--- src/rtl/decode_wide_pkg.sv ---
// Shared types for the wide decoder: fetch/flush packets, decoded uop record and the
// RISC-V instruction decode function used by every lane.
package decode_wide_pkg;

    localparam int unsigned DECODE_MAX_LANES = 4;
    localparam int unsigned UOP_QDEPTH       = 8;

    typedef logic [$clog2(UOP_QDEPTH):0] t_uop_qidx;

    typedef enum logic [3:0] {
        U_ILLEGAL,
        U_LUI,
        U_AUIPC,
        U_JAL,
        U_JALR,
        U_BRANCH,
        U_LOAD,
        U_STORE,
        U_ADDI,
        U_ALUI,
        U_ALU,
        U_FENCE,
        U_ECALL,
        U_EBREAK,
        U_CSR
    } t_uop;

    typedef struct packed {
        logic [31:0] instr;
        logic [31:0] pc;
        logic [31:0] pc_nxt;
        logic [31:0] simid;
    } t_instr_pkt;

    typedef struct packed {
        logic        valid;
        logic [31:0] pc;
    } t_nuke_pkt;

    typedef struct packed {
        t_uop        uop;
        logic [4:0]  rd;
        logic [4:0]  rs1;
        logic [4:0]  rs2;
        logic [31:0] imm;
        logic [31:0] pc;
        logic [31:0] pc_nxt;
        logic [31:0] simid;
    } t_uinstr;

    // pc/pc_nxt/simid are left zero; the caller copies them from the fetch packet.
    function automatic t_uinstr f_decode_rv_instr(input logic [31:0] instr);
        t_uinstr u;
        u     = '0;
        u.rd  = instr[11:7];
        u.rs1 = instr[19:15];
        u.rs2 = instr[24:20];
        case (instr[6:0])
            7'h37: begin
                u.uop = U_LUI;
                u.imm = {instr[31:12], 12'h000};
            end
            7'h17: begin
                u.uop = U_AUIPC;
                u.imm = {instr[31:12], 12'h000};
            end
            7'h6f: begin
                u.uop = U_JAL;
                u.imm = {{12{instr[31]}}, instr[19:12], instr[20], instr[30:21], 1'b0};
            end
            7'h67: begin
                u.uop = U_JALR;
                u.imm = {{20{instr[31]}}, instr[31:20]};
            end
            7'h63: begin
                u.uop = U_BRANCH;
                u.imm = {{20{instr[31]}}, instr[7], instr[30:25], instr[11:8], 1'b0};
            end
            7'h03: begin
                u.uop = U_LOAD;
                u.imm = {{20{instr[31]}}, instr[31:20]};
            end
            7'h23: begin
                u.uop = U_STORE;
                u.imm = {{20{instr[31]}}, instr[31:25], instr[11:7]};
            end
            7'h13: begin
                u.uop = (instr[14:12] == 3'b000) ? U_ADDI : U_ALUI;
                u.imm = {{20{instr[31]}}, instr[31:20]};
            end
            7'h33: u.uop = U_ALU;
            7'h0f: u.uop = U_FENCE;
            7'h73: begin
                if (instr == 32'h0010_0073) begin
                    u.uop = U_EBREAK;
                end else if (instr == 32'h0000_0073) begin
                    u.uop = U_ECALL;
                end else begin
                    u.uop = U_CSR;
                end
                u.imm = {{20{instr[31]}}, instr[31:20]};
            end
            default: u.uop = U_ILLEGAL;
        endcase
        return u;
    endfunction

endpackage

--- src/rtl/decode_wide_ring.sv ---
// Multi-push / multi-pop circular buffer. Pointers carry one extra wrap bit so that
// full (occupancy == DEPTH) and empty are distinguishable.
module uop_ring #(
    parameter type         T     = logic,
    parameter int unsigned NPUSH = 2,
    parameter int unsigned NPOP  = 2,
    parameter int unsigned DEPTH = 8,
    localparam int unsigned AW   = $clog2(DEPTH),
    localparam int unsigned QW   = AW + 1,
    localparam int unsigned PSW  = $clog2(NPUSH + 1),
    localparam int unsigned POW  = $clog2(NPOP + 1)
) (
    input  logic           clk_i,
    input  logic           rst_ni,
    input  logic           flush_i,
    input  logic [PSW-1:0] push_cnt_i,
    input  T               push_data_i [NPUSH],
    input  logic [POW-1:0] pop_cnt_i,
    output logic [QW-1:0]  free_o,
    output logic [QW-1:0]  occ_o,
    output T               dout_o [NPOP]
);

    T              mem_q [DEPTH];
    logic [QW-1:0] wr_ptr_q, wr_ptr_d;
    logic [QW-1:0] rd_ptr_q, rd_ptr_d;
    logic          full;

    assign occ_o  = wr_ptr_q - rd_ptr_q;
    assign free_o = QW'(DEPTH) - occ_o;
    assign full   = (wr_ptr_q[AW-1:0] == rd_ptr_q[AW-1:0]) && (wr_ptr_q[AW] != rd_ptr_q[AW]);

    always_comb begin
        for (int unsigned i = 0; i < NPOP; i++) begin
            dout_o[i] = mem_q[rd_ptr_q[AW-1:0] + AW'(i)];
        end
    end

    always_comb begin
        wr_ptr_d = wr_ptr_q + QW'(push_cnt_i);
        rd_ptr_d = rd_ptr_q + QW'(pop_cnt_i);
        if (flush_i) begin
            wr_ptr_d = '0;
            rd_ptr_d = '0;
        end
    end

    always_ff @(posedge clk_i or negedge rst_ni) begin
        if (!rst_ni) begin
            wr_ptr_q <= '0;
            rd_ptr_q <= '0;
        end else begin
            wr_ptr_q <= wr_ptr_d;
            rd_ptr_q <= rd_ptr_d;
        end
    end

    always_ff @(posedge clk_i or negedge rst_ni) begin
        if (!rst_ni) begin
            for (int unsigned i = 0; i < DEPTH; i++) begin
                mem_q[i] <= '0;
            end
        end else begin
            for (int unsigned i = 0; i < NPUSH; i++) begin
                if (i < 32'(push_cnt_i)) begin
                    mem_q[wr_ptr_q[AW-1:0] + AW'(i)] <= push_data_i[i];
                end
            end
        end
    end

    a_full_occ: assert property (@(posedge clk_i) disable iff (!rst_ni)
        full |-> (occ_o == QW'(DEPTH)));

endmodule

--- src/rtl/decode_wide.sv ---
// N-wide decode stage: decodes up to NDEC fetched instructions per cycle into a uop queue
// and pops up to NPOP uops per cycle to ucode under credit backpressure.
module decode_wide
    import decode_wide_pkg::*;
#(
    parameter int unsigned NDEC  = 2,
    parameter int unsigned NPOP  = 2,
    parameter int unsigned DEPTH = 8,
    parameter int unsigned CNTW  = 32,
    localparam int unsigned CRW  = $clog2(NPOP + 1),
    localparam int unsigned PW   = $clog2(NDEC + 1),
    localparam int unsigned QW   = $clog2(DEPTH) + 1
) (
    input  logic             clk,
    input  logic             reset_n,
    input  t_nuke_pkt        nuke_rb1,
    input  logic [NDEC-1:0]  valid_fe1,
    input  t_instr_pkt       instr_fe1 [NDEC],
    output logic             decode_ready_de0,
    input  logic [CRW-1:0]   ucode_credits_uc0,
    output logic [NPOP-1:0]  valid_de1,
    output t_uinstr          uinstr_de1 [NPOP],
    output logic [CNTW-1:0]  stall_cycles
);

    if (((DEPTH & (DEPTH - 1)) != 0) || (DEPTH < NDEC) || (NDEC > DECODE_MAX_LANES)
        || (NPOP > DECODE_MAX_LANES)) begin : g_bad_param
        $error("decode_wide: illegal NDEC/NPOP/DEPTH combination");
    end

    t_uinstr         lane_uop [NDEC];
    logic [PW-1:0]   grp_cnt;
    logic            grp_ebreak;
    logic            accept;
    logic [PW-1:0]   push_cnt;
    logic [CRW-1:0]  n_pop;
    logic [QW-1:0]   occ;
    logic [QW-1:0]   free;
    logic            ebreak_seen_q, ebreak_seen_d;
    logic [CNTW-1:0] stall_q, stall_d;
    logic [NDEC-1:0] vfe_inc;
    logic            unused_nuke_pc;

    assign unused_nuke_pc = ^nuke_rb1.pc;

    always_comb begin
        for (int unsigned i = 0; i < NDEC; i++) begin
            lane_uop[i]        = f_decode_rv_instr(instr_fe1[i].instr);
            lane_uop[i].pc     = instr_fe1[i].pc;
            lane_uop[i].pc_nxt = instr_fe1[i].pc_nxt;
            lane_uop[i].simid  = instr_fe1[i].simid;
        end
    end

    // Count lanes up to and including the first ebreak; later lanes are dropped.
    always_comb begin
        grp_cnt    = '0;
        grp_ebreak = 1'b0;
        for (int unsigned i = 0; i < NDEC; i++) begin
            if (valid_fe1[i] && !grp_ebreak) begin
                grp_cnt    = grp_cnt + PW'(1);
                grp_ebreak = (lane_uop[i].uop == U_EBREAK);
            end
        end
    end

    assign decode_ready_de0 = (free >= QW'(NDEC)) && !ebreak_seen_q && reset_n;
    assign accept           = (|valid_fe1) && decode_ready_de0 && !nuke_rb1.valid;
    assign push_cnt         = accept ? grp_cnt : '0;

    always_comb begin
        if (32'(occ) < 32'(ucode_credits_uc0)) begin
            n_pop = CRW'(occ);
        end else begin
            n_pop = ucode_credits_uc0;
        end
        for (int unsigned i = 0; i < NPOP; i++) begin
            valid_de1[i] = (32'(n_pop) > i);
        end
    end

    uop_ring #(
        .T     (t_uinstr),
        .NPUSH (NDEC),
        .NPOP  (NPOP),
        .DEPTH (DEPTH)
    ) u_ring (
        .clk_i       (clk),
        .rst_ni      (reset_n),
        .flush_i     (nuke_rb1.valid),
        .push_cnt_i  (push_cnt),
        .push_data_i (lane_uop),
        .pop_cnt_i   (n_pop),
        .free_o      (free),
        .occ_o       (occ),
        .dout_o      (uinstr_de1)
    );

    always_comb begin
        ebreak_seen_d = ebreak_seen_q || (accept && grp_ebreak);
        if (nuke_rb1.valid) begin
            ebreak_seen_d = 1'b0;
        end
        stall_d = stall_q;
        if ((occ != '0) && (ucode_credits_uc0 == '0) && !(&stall_q)) begin
            stall_d = stall_q + CNTW'(1);
        end
    end

    always_ff @(posedge clk or negedge reset_n) begin
        if (!reset_n) begin
            ebreak_seen_q <= 1'b0;
            stall_q       <= '0;
        end else begin
            ebreak_seen_q <= ebreak_seen_d;
            stall_q       <= stall_d;
        end
    end

    assign stall_cycles = stall_q;

    assign vfe_inc = valid_fe1 + NDEC'(1);

    a_valid_prefix: assert property (@(posedge clk) disable iff (!reset_n)
        (vfe_inc & valid_fe1) == '0);
    a_credit_range: assert property (@(posedge clk) disable iff (!reset_n)
        32'(ucode_credits_uc0) <= NPOP);
    a_push_ready: assert property (@(posedge clk) disable iff (!reset_n)
        (push_cnt != '0) |-> decode_ready_de0);
    a_occ_bound: assert property (@(posedge clk) disable iff (!reset_n)
        32'(occ) <= DEPTH);

endmodule

--- config.mk ---
export PLATFORM = sky130hd
export DESIGN_NAME = decode_wide
export DESIGN_NICKNAME = d
export VERILOG_FILES = /design/src/rtl/decode_wide_pkg.sv /design/src/rtl/decode_wide_ring.sv /design/src/rtl/decode_wide.sv
export SDC_FILE = /design/constraint.sdc
export NUM_CORES = 2
export LEC_CHECK = 0
export BUFFER_PORTS_ARGS = -buffer_cell sky130_fd_sc_hd__buf_4
export CAP_MARGIN = 10
export CORE_ASPECT_RATIO = 0.5
export CORE_UTILIZATION = 60
export DETAILED_ROUTE_END_ITERATION = 10
export PLACE_DENSITY = 0.84
export SLEW_MARGIN = 0
export SYNTH_ARGS = -nofsm -noshare
export SYNTH_HDL_FRONTEND = slang
export SYNTH_HIERARCHICAL = 1
export SYNTH_SLANG_ARGS = --single-unit
--- constraint.sdc ---
create_clock -name clk -period 8 [get_ports clk]
set_clock_uncertainty 0.1 [all_clocks]
set_input_delay 1.2 -clock clk [delete_from_list [all_inputs] [get_ports clk]]
set_output_delay 1.2 -clock clk [all_outputs]
set_load 0.02 [all_outputs]
==> results.md <==
* Yosys warns at 6
* Leakage at ~0.037 uW
* Initial antenna violation count at 46
* Worst R2R End: u_ring/mem_q[1100]
* DR DRC count at 0
* Num CTS Buffers at 111
* Post-route setup slack at around 1400 ps
* Syn Inst Count at 8506
* Die W at 502 um
* Largest net degree at the start of global routing at 179
* Core Footprint at between 100000 and 150000 um2
* Max-slew violations at 0
* Slew margin rel. at 11.0%
* R2R cell count at 16
* CP Max Fanout at between 100 and 150
* Tmin final at 6560 ps
* Hold_buf cts at 0
* Worst EP required at 6700 ps
* Worst-Margin Slew at 1330 ps
* Crit. End Element: output port
* Crit path max-delay family: buffers and inverters
* Pwr Total at ~29000 uW
* Drt pass-1 iters at 10
* Clk sinks at about 1200
* Final setup viols at 0
* Routed vias/inst at 7.02
* Critical Path, Cell by Cell: buf_12 -> buf_4 -> buf_4 -> mux4_2 -> nand2_1 -> nand2_1 -> buf_4
* R2r startpoint: u_ring/rd_ptr_q[2]
* Crit path kind: flop to output port
* H-tree depth at 3
* Sw Ratio at 40.8%
* Synthesized area per cell at 8.82 um2
* Post-synthesis adder-cell area fraction at less than 1%
* First-pass GRT wire length at 407 mm
* Max IR drop VDD at 426 uV
* GRT Util Overall at 42.2%
* # rows at just over 90
* Yosys cell types at 59
* Placer Congestion at 0.940
* Placed wire-length estimate at 152 mm
* Crit path launch: u_ring/rd_ptr_q[0]
* Hold WC Path Type: primary input to async pin
* WL/cell at roughly 27 um
* Share of cells above drive strength 1 at 19.8%
* CTS Buffer Depth at 3
* Iter 0 DRT Violations at 11700
* Worst-Skew Late Latency at 770 ps
* CP dominant cell by count: buf_4
* Register share of total power at 29.0%
* CP bufs+invs at 4
* Unrepaired setup endpoints after global routing: no
* DR vias at 71000
* Die Y at between 200 and 300 um
* Slowest cell delay on critical path at between 800 and 900 ps
* Final hold violations at 0
* Total grt overflow at 0
* R2R setup slack at 1620 ps
* Die footprint at 127000 um2
* Synth async-reset ratio at 100%
* Initial Utilization at about 60%
* Post-synth EDFFs at 0
* CTS tree: built
* Setup TNS at 0 ps
* Critical path depth at 7
* Vias in the first global route at a little under 70000
* DRT antenna net count at 0
* Largest family of logic cells by synthesized area: simple AND/OR/NAND/NOR gates
* Critical path arrival at ~5300 ps
* Worst slack, placed at 1630 ps
* Most used DFF post-synth: dfrtp_1
* Post-CTS Resized at 0
* Status: finished, final reports clean
* Switching power at 11900 uW
* Clock-pin slew on the worst setup and hold paths at 70 ps
* Mapped cell area at 75000 um2
* Syn nets at 8817
* Clock power share at ~20%
* CP max stage cell: buf_4
* Post-CTS Setup Inserts at 0
* Simple logic cell fraction of the synthesized area at 21.4%
* Int Pwr at 17300 uW
* Clock root buffer: clkbuf_16
* PortBufs at 591
* Crit path launch type: flop
* Area Overhead vs Synth at 9.75%
* Fmax at approximately 0.15 GHz
* #FFs+latches synth at 1217
* Post-Synth XOR/XNOR Area at 0.514%
* Nets at 8621
* Mux contribution to synthesized area at between 10% and 20%
* # IOs at 624
* Comb pwr share at between 50 and 60%
* CP endpoint: uinstr_de1[181]
* Worst Hold Slack at 290 ps
* Final WL at 271 mm
* Maxcap violations at 0
* P per Cell Area at ~350 nW/um2
* Fin crit share at 82.0%
* Compound-gate portion of the synthesized area at 10.8%
* Sequential share of the synthesized area at ~40%
[worst reg2reg max path, cell delays in order (launching register included)]
cell and delay, ps:
dfrtp_4 500, inv_8 470, ha_1 400, a21o_1 170, a31oi_1 190, xnor2_1 230
xor2_1 200, nor3_1 70, nor3b_1 310, and2_1 210, o21a_1 150, and2_1 370
o21bai_1 350, nor2_4 1080, buf_4 1000, nand2_1 240, a31oi_1 240
[power by group through the flow]
stage / clock network [uW] / logic [uW] / registers [uW]
after floorplan: 0 / 9870 / 8120
after CTS: 5850 / 14700 / 8420
final: 5860 / 14900 / 8470
after global routing: 6090 / 15500 / 8600
after detailed placement: 0 / 14700 / 8520
after global placement: 0 / 14400 / 8420
[cell usage after synthesis, drive strengths merged (15+ instances only)]
cell type	instances	share of area, %
a21o	40	0.40
a31oi	1178	9.8
and2	19	0.16
buf	514	3.7
clkbuf	498	2.7
dfrtp	1217	41
inv	17	0.085
mux2	149	2.2
mux4	588	18
nand2	2827	14
nand3	20	0.13
nand4	15	0.13
nor2	1214	6.1
nor2b	18	0.15
nor4	15	0.13
xnor2	29	0.34
xor2	15	0.18
[layout by cell type (no fill, tap or decap), drive strengths merged, types with 2 or more instances in the layout]
master	count
nor2b	18
or3	5
buf	703
xnor2	29
nand2	2827
ha	13
a21oi	10
o21a	4
nor3	14
a211o	2
a31oi	1178
clkbuf	152
nor4	15
mux4	588
inv	22
nor2	1214
a22oi	4
clkinv	33
mux2	149
nand3	20
a32oi	2
nor3b	2
nand3b	7
and2	19
a21o	40
and3	9
xor2	15
or2	5
nand2b	8
a22o	10
and4	6
o31ai	2
dfrtp	1217
o21ai	9
diode	39
nand4	15
bufinv	14
o22ai	2
clkinvlp	5
fa	3
[routing by layer]
layer	GRT usage [%]	vias up	wire, um
met5	0	-	140
met3	13.0	1545	44300
met1	55.8	33800	89600
met2	60.1	6696	115000
met4	28.5	20	21500
li1	-	29000	-
[registers in the layout, summed over array words and instances (netlist names)]
signal / cells
u_ring/rd_ptr_q: 4
stall_cycles: 32
u_ring/mem_q: 1176
u_ring/wr_ptr_q: 4
ebreak_seen_q: 1
[kinds of logic (layout without fill, tap and decap cells)]
| family | count (synthesis) | after routing |
|---|---|---|
| AND/OR/NAND/NOR | 4187 | 4187 |
| AO/OA/AOI/OAI | 1276 | 1276 |
| flip-flops | 1217 | 1217 |
| buffers and inverters | 1029 | 929 |
| multiplexers | 737 | 737 |
| XOR/XNOR | 44 | 44 |
| adder cells (fa/ha/maj) | 16 | 16 |
| other | 0 | 39 |
[worst min-delay path by stage]
stage                        end  slack [ps]  depth (start not counted)
5_1_grt         u_ring/mem_q[69]         320                          1
2_1_floorplan      ebreak_seen_q         390                          1
3_3_place_gp    stall_cycles[10]         380                          1
3_5_place_dp    stall_cycles[31]         390                          1
4_1_cts        u_ring/mem_q[804]         300                          1
6_report       u_ring/mem_q[657]         290                          1
[metrics by stage]
stage,cell area (um2),utilization (%),cells
after floorplan,75000,-,8506
after global placement,78400,63.4,9871
after detailed placement,78400,63.4,9871
after CTS,82300,66.5,10100
after global routing,82300,66.6,10100
final,82400,66.6,10100
[cell type report]
class                   count  area, um2
clock inverters            57        722
fillers                  9325      41300
inverters                  17       71.3
clock buffers             152       3160
well taps                1674       2090
flip-flops and latches   1217      30500
diodes                     39       97.6
multi-input cells        6260      39900
repair buffers            703       5830
Note: power is estimated with default switching activity, not from simulation.
